--- src/rtl/fetch_stage.sv ---
`default_nettype none
// ============================================================================
// Module   : fetch_stage
// Purpose  : RV32 instruction fetch. Owns the PC and feeds the IF/ID register
//            with a valid/ready handshake, redirect flush and ECALL halt.
// Revision : 1.0 - initial release
// ============================================================================
module fetch_stage #(
    parameter logic [31:0] RESET_PC = 32'h0000_0000,
    parameter logic [31:0] NOP_INST = 32'h0000_0013
) (
    input  logic        clk,
    input  logic        rst,
    output logic [31:0] imem_addr,
    input  logic [31:0] imem_inst,
    input  logic        redirect,
    input  logic [31:0] redirect_pc,
    output logic        out_valid,
    input  logic        out_ready,
    output logic [31:0] out_pc,
    output logic [31:0] out_inst,
    output logic        halted,
    output logic        misalign_err,
    output logic [31:0] fetch_count
);

    localparam logic [31:0] ECALL_INST  = 32'h0000_0073;
    localparam logic [31:0] EBREAK_INST = 32'h0010_0073;

    typedef enum logic [1:0] {
        BOOT = 2'd0,
        RUN  = 2'd1,
        HALT = 2'd2
    } state_t;

    state_t      state_q, state_d;
    logic [31:0] pc_q, pc_d;
    logic        out_valid_q, out_valid_d;
    logic [31:0] out_pc_q, out_pc_d;
    logic [31:0] out_inst_q, out_inst_d;
    logic        misalign_q, misalign_d;
    logic [31:0] fetch_count_q, fetch_count_d;

    always_ff @(posedge clk or posedge rst) begin
        if (rst) begin
            state_q       <= BOOT;
            pc_q          <= RESET_PC;
            out_valid_q   <= 1'b0;
            out_pc_q      <= 32'h0;
            out_inst_q    <= NOP_INST;
            misalign_q    <= 1'b0;
            fetch_count_q <= 32'h0;
        end else begin
            state_q       <= state_d;
            pc_q          <= pc_d;
            out_valid_q   <= out_valid_d;
            out_pc_q      <= out_pc_d;
            out_inst_q    <= out_inst_d;
            misalign_q    <= misalign_d;
            fetch_count_q <= fetch_count_d;
        end
    end

    always_comb begin
        state_d       = state_q;
        pc_d          = pc_q;
        out_valid_d   = out_valid_q;
        out_pc_d      = out_pc_q;
        out_inst_d    = out_inst_q;
        misalign_d    = misalign_q;
        fetch_count_d = fetch_count_q;

        if (redirect) begin
            // Flush wins over any fetch or stall; out_pc deliberately holds.
            pc_d        = {redirect_pc[31:2], 2'b00};
            out_valid_d = 1'b0;
            out_inst_d  = NOP_INST;
            state_d     = RUN;
            if (redirect_pc[1:0] != 2'b00) begin
                misalign_d = 1'b1;
            end
        end else begin
            case (state_q)
                BOOT: begin
                    state_d = RUN;
                end
                RUN: begin
                    if (!out_valid_q || out_ready) begin
                        out_valid_d   = 1'b1;
                        out_pc_d      = pc_q;
                        out_inst_d    = imem_inst;
                        pc_d          = pc_q + 32'd4;
                        fetch_count_d = fetch_count_q + 32'd1;
                        if (imem_inst == ECALL_INST || imem_inst == EBREAK_INST) begin
                            state_d = HALT;
                        end
                    end
                end
                HALT: begin
                    if (out_valid_q && out_ready) begin
                        out_valid_d = 1'b0;
                        out_inst_d  = NOP_INST;
                    end
                end
                default: begin
                    state_d = BOOT;
                end
            endcase
        end
    end

    assign imem_addr    = pc_q;
    assign out_valid    = out_valid_q;
    assign out_pc       = out_pc_q;
    assign out_inst     = out_inst_q;
    assign halted       = (state_q == HALT);
    assign misalign_err = misalign_q;
    assign fetch_count  = fetch_count_q;

endmodule
`default_nettype wire

--- config.mk ---
export PLATFORM = sky130hd
export DESIGN_NAME = fetch_stage
export DESIGN_NICKNAME = d
export VERILOG_FILES = /design/src/rtl/fetch_stage.sv
export SDC_FILE = /design/constraint.sdc
export NUM_CORES = 1
export LEC_CHECK = 0
export ABC_AREA = 1
export CAP_MARGIN = 10
export CORE_MARGIN = 1.5
export CORE_UTILIZATION = 25
export DETAILED_ROUTE_END_ITERATION = 8
export PLACE_DENSITY = 0.47
export SYNTH_ARGS = -nofsm -noshare
export SYNTH_HDL_FRONTEND = slang
export SYNTH_SLANG_ARGS = --single-unit
export TNS_END_PERCENT = 20
--- constraint.sdc ---
create_clock -name clk -period 9.8 [get_ports clk]
set_input_delay 1.47 -clock clk [delete_from_list [all_inputs] [get_ports clk]]
set_output_delay 1.47 -clock clk [all_outputs]
set_load 0.02 [all_outputs]
# Word level (Yosys, flattened, before mapping)
# Index checks and enable logic that the tools add are counted.
[word_totals]
reg_bits = 132
input_bits = 68
output_inout_bits = 131
elab_cells = 47
[op_classes]
n_addsub = 2
n_eq_ne = 8
mux = 15
bitwise = 1
reduce_logical = 14
[ops]
columns = ["op", "count"]
rows = [
  ["$mux 32", 6],
  ["$pmux 32 s2", 1],
  ["$add 32x1->32 const B", 1],
  ["$add 32x3->32 const B", 1],
  ["$eq 32x21->1 const B", 1],
  ["$eq 32x7->1 const B", 1],
  ["$reduce_and 3->1", 3],
  ["$mux 2", 3],
  ["$ne 3x3->1 const B", 2],
  ["$pmux 2 s3", 1],
  ["$reduce_bool 2->1", 3],
  ["$reduce_and 2->1", 2],
  ["$mux 1", 3],
  ["$ne 3x2->1 const B", 1],
  ["$reduce_bool 3->1", 1],
  ["$eq 2x1->1 const B", 1],
  ["$eq 2x2->1 const B", 1],
  ["$logic_not 2->1", 1],
  ["$logic_or 1x1->1", 2],
  ["$ne 2x2->1 const B", 1],
  ["$pmux 1 s2", 1],
  ["$logic_and 1x1->1", 1],
  ["$logic_not 1->1", 1],
  ["$not 1->1", 1],
]

# Depth between registers and ports, before layout
[logic_depth]
word_depth = 6
mapped_depth = 10
mapped_depth_nobuf = 10

# Worst setup path before layout
# OpenSTA, ideal clock, no wires.
[synth_timing]
path_kind = "input to register"
startpoint = "input redirect"
endpoint = "register fetch_count_q[11] (netlist: fetch_count[11])"
setup_time_ps = 130
arrival_time_ps = 2314
t_required_ps = 9670
path_slack_ps = 7355
cell_stages = 7
n_path_buf = 2
cell_sequence = "buf_2 -> inv_2 -> nand2_4 -> buf_2 -> nor3_2 -> nand2_1 -> xnor2_1"
[synth_between]
elab_chain_cells = 2
[synth_rtl]
columns = ["element", "line", "rtl"]
rows = [
  ["start, declared", "16", "input logic redirect,"],
  ["$not 1->1 (no source line)", "--", ""],
  ["$reduce_and 3->1 (no source line)", "--", ""],
  ["end signal, assigned", "60", "fetch_count_q <= fetch_count_d;"],
  ["end, declared", "42", "logic [31:0] fetch_count_q, fetch_count_d;"],
]
# No other way between the ends.
# A chain may end at the register's enable or synchronous reset.

# Worst setup path in the final report
[layout_timing]
startpoint = "input redirect"
endpoint = "register fetch_count_q[2] (netlist: fetch_count[2])"
# The elaborated chain is that of the path after synthesis.

==> summary.txt <==
R2R cell count - 7
Die Area - 27600 sq um
Reg area - 3210 sq um
WL final - 22700 microns
Syn Inst Count - 872
Clk buf depth - 2
Antenna viol nets, final - 0
Grt ovf - 0
Chip width - 166 microns
Initial drt markers - 331
CTS root buf - clkbuf_16
Fin nets - 1129
DRT Pass-1 Iters - 4
Final cycle utilization of the critical path - 44.1%
Area of the multi-input gates - 3010 sq um
Initial antenna violation count - 1
Via Count - 6443
Setup TNS - 0 ns
Final-layout fill cell count - 2687
R2R Path End - fetch_count[2]$_DFFE_PP0P_
Die height - 166 microns
Power per standard cell area - 215 nW/um^2
Area post-placement - 8880 sq um
Dpl hpwl - 16200 microns
Mapped Area - 6640 sq um
DRC - 0
Maximum vdd ir drop - 98.6 uV
P&R area growth vs syn - 42.9%
Max Slew Vio Count - 0
Yosys warns - 0
Worst-Margin Slew - 0.961 ns
Placed cells - 1375
Top post-synthesis cells by area - dfrtp_1 (47%), nand2_1 (16%), nor2_1 (8.1%), nand3_1 (4.5%), inv_1 (4.0%)
Share of cells above drive strength 1 - 5.41%
Core Footprint - 26100 sq um
Slowest stage delay, CP - 0.89 ns
Synth unique cells - 38
GPL Wtd Cong - 0.805
First-pass GRT wire length - 35900 microns
Post-synth EDFFs - 0
Mean post-synth cell area - 7.62 sq um
Inserted Clock Buffers - 17
Worst Path Arrival - 4.63 ns
Main combinational cell family by area after synthesis - simple AND/OR/NAND/NOR gates
Wirelength per Cell - 16.1 microns
Crit path top cell by count - inv_2
Rel. slew slack - 35.9%
Synth Area in Compound Gates - 10.4%
Tot GR Track Use - 16.5%
Hold Vio Cnt, Final - 0
XOR/XNOR share of the synthesized area - 2.51%
Asr flop ratio synth - 100%
Initial Util - 25.5%
FP Rows - 59
Most frequent cells in the layout - nand2_1 (279), clkdlybuf4s50_1 (194), nor2_1 (143)
Worst Path Required - 10.11 ns
Clock Pin Slew Worst Setup and Hold Paths - 0.06 ns
# diodes - 0
RSZ-0062 raised after global routing - no
Fmax - 0.231 GHz
Worst hold slack - 0.474 ns
Hold path startpoint - fetch_count[31]$_DFFE_PP0P_
Final setup vio count - 0
Post-synthesis mux area share - 0%
Final instance area - 9490 sq um
R2r startpoint - state_q[1]$_DFFE_PP0P_
Yosys top cell by area - dfrtp_1
DR vias/cell - 4.58
Final std cells w/o fill - 1407
CP startpoint - redirect
H-tree levels - 4
Worst-path cell chain - clkdlybuf4s50_1 -> buf_4 -> inv_2 -> nand2_4 -> inv_2 -> nand2_1 -> xnor2_1
Number of global-route vias before repair - 6309
Sink Count - 128
Synth Flop Type - dfrtp_1
Leakage - 0.00409 uW
Synth Area in Simple Gates - 31.7%
Worst Skew - 0.0122 ns
PortBufs - 194
Slowest-stage cell, CP - inv_2
FF+latch count, synth - 128
Critical Path Sink Type - flip-flop
CP max FO - 71
Critical Path End - fetch_count[2]$_DFFE_PP0P_
Run status - complete, no violations
Proportion of netlist area held by the largest area contributor - 47.1%
CP startpoint kind - primary input
Io pins - 199
Critical path type - in -> reg
Post_cts resized - 0
Post-Synth Adder-Cell Area - 0.377%
Final core occ - 36.4%
Fin crit period - 4.32 ns
Post-synthesis sequential area ratio - 48.3%
Reg2Reg Setup Slack - 7.14 ns
Worst Hold Depth - 1
Most common cell after layout, fill and taps aside - nand2_1
Hold WC Path Type - reg -> reg
CTS tree - built
Largest net degree at the start of global routing - 73
Hold-fix buffers, CTS - 0
Max Cap Violations - 0
Later-pin clock latency in the skew report - 0.43 ns
Setup Fix Bufs, Post-CTS - 0
-- worst min path at each step --
stage and endpoint:
2_1_floorplan state_q[1]$_DFFE_PP0P_, 3_3_place_gp fetch_count[31]$_DFFE_PP0P_, 3_5_place_dp misalign_err$_DFFE_PP0P_, 4_1_cts fetch_count[31]$_DFFE_PP0P_, 5_1_grt fetch_count[31]$_DFFE_PP0P_, 6_report fetch_count[31]$_DFFE_PP0P_
-- metrics by stage --
| stage | setup WS, ns | power (uW) |
|---|---|---|
| 6_report | 5.48 | 2040 |
| 3_3_place_gp | 4.93 | 1390 |
| 4_1_cts | 5.38 | 2070 |
| 2_1_floorplan | 4.92 | 1060 |
| 5_1_grt | 5.18 | 2150 |
| 3_5_place_dp | 4.92 | 1390 |
-- report_power, final --
| group | internal, uW | leakage (uW) | total (uW) | switching (uW) |
|---|---|---|---|---|
| registers | 632 | 0.00160 | 743 | 111 |
| logic | 276 | 0.00220 | 632 | 356 |
| clock network | 404 | 0.000288 | 669 | 264 |
| total | 1310 | 0.00409 | 2040 | 732 |
-- kinds of logic (layout without fill, tap and decap cells) --
family | Yosys count | after routing
other | 1 | 4
buffers and inverters | 106 | 303
and+or+nand+nor | 512 | 512
adders and majority gates | 2 | 2
xor gates and xnor gates | 19 | 19
DFF | 128 | 128
AOI/OAI and AO/OA | 104 | 104
-- routing by layer --
metal | routed length, microns | share of wire (%) | track usage, % | vias up
met2 | 10300 | 45 | 25.7 | 171
met3 | 1290 | 5.7 | 4.39 | 26
met4 | 303 | 1.3 | 4.94 | 2
li1 | - | - | - | 3177
met5 | 13 | 0.057 | 0 | -
met1 | 10800 | 48 | 22.5 | 3067
-- sequential cells by signal (all words and copies together), names as in the netlist --
signal / count
out_pc: 30
out_inst: 32
out_valid: 1
imem_addr: 30
state_q: 2
misalign_err: 1
fetch_count: 32
-- final cells by class --
type                       instances  share of cell area [%]
timing repair buffer             198                    20.8
inverter                          73                    2.94
sequential                       128                    33.8
multi-input combinational        641                    31.7
clock inverter                    14                    1.89
tap                              335                    4.42
clock buffer                      18                    4.52
-- synthesized netlist by cell type, drive strengths merged (2+ instances only) --
library cell	number
a211oi	2
a21oi	14
a22oi	3
a32o	26
buf	26
clkbuf	7
dfrtp	125
dfstp	3
ha	2
inv	73
nand2	282
nand3	60
nand3b	5
nand4	3
nor2	154
nor3	5
nor4	2
o211ai	4
o21ai	48
o21bai	3
xnor2	8
xor2	11
-- worst max-delay path: cells and delay by family --
kind	cells	cell delay (ns)
XOR/XNOR	1	0.17
AND/OR/NAND/NOR	2	0.76
buffers and inverters	4	2.14
Note: power is estimated with default switching activity, not from simulation.
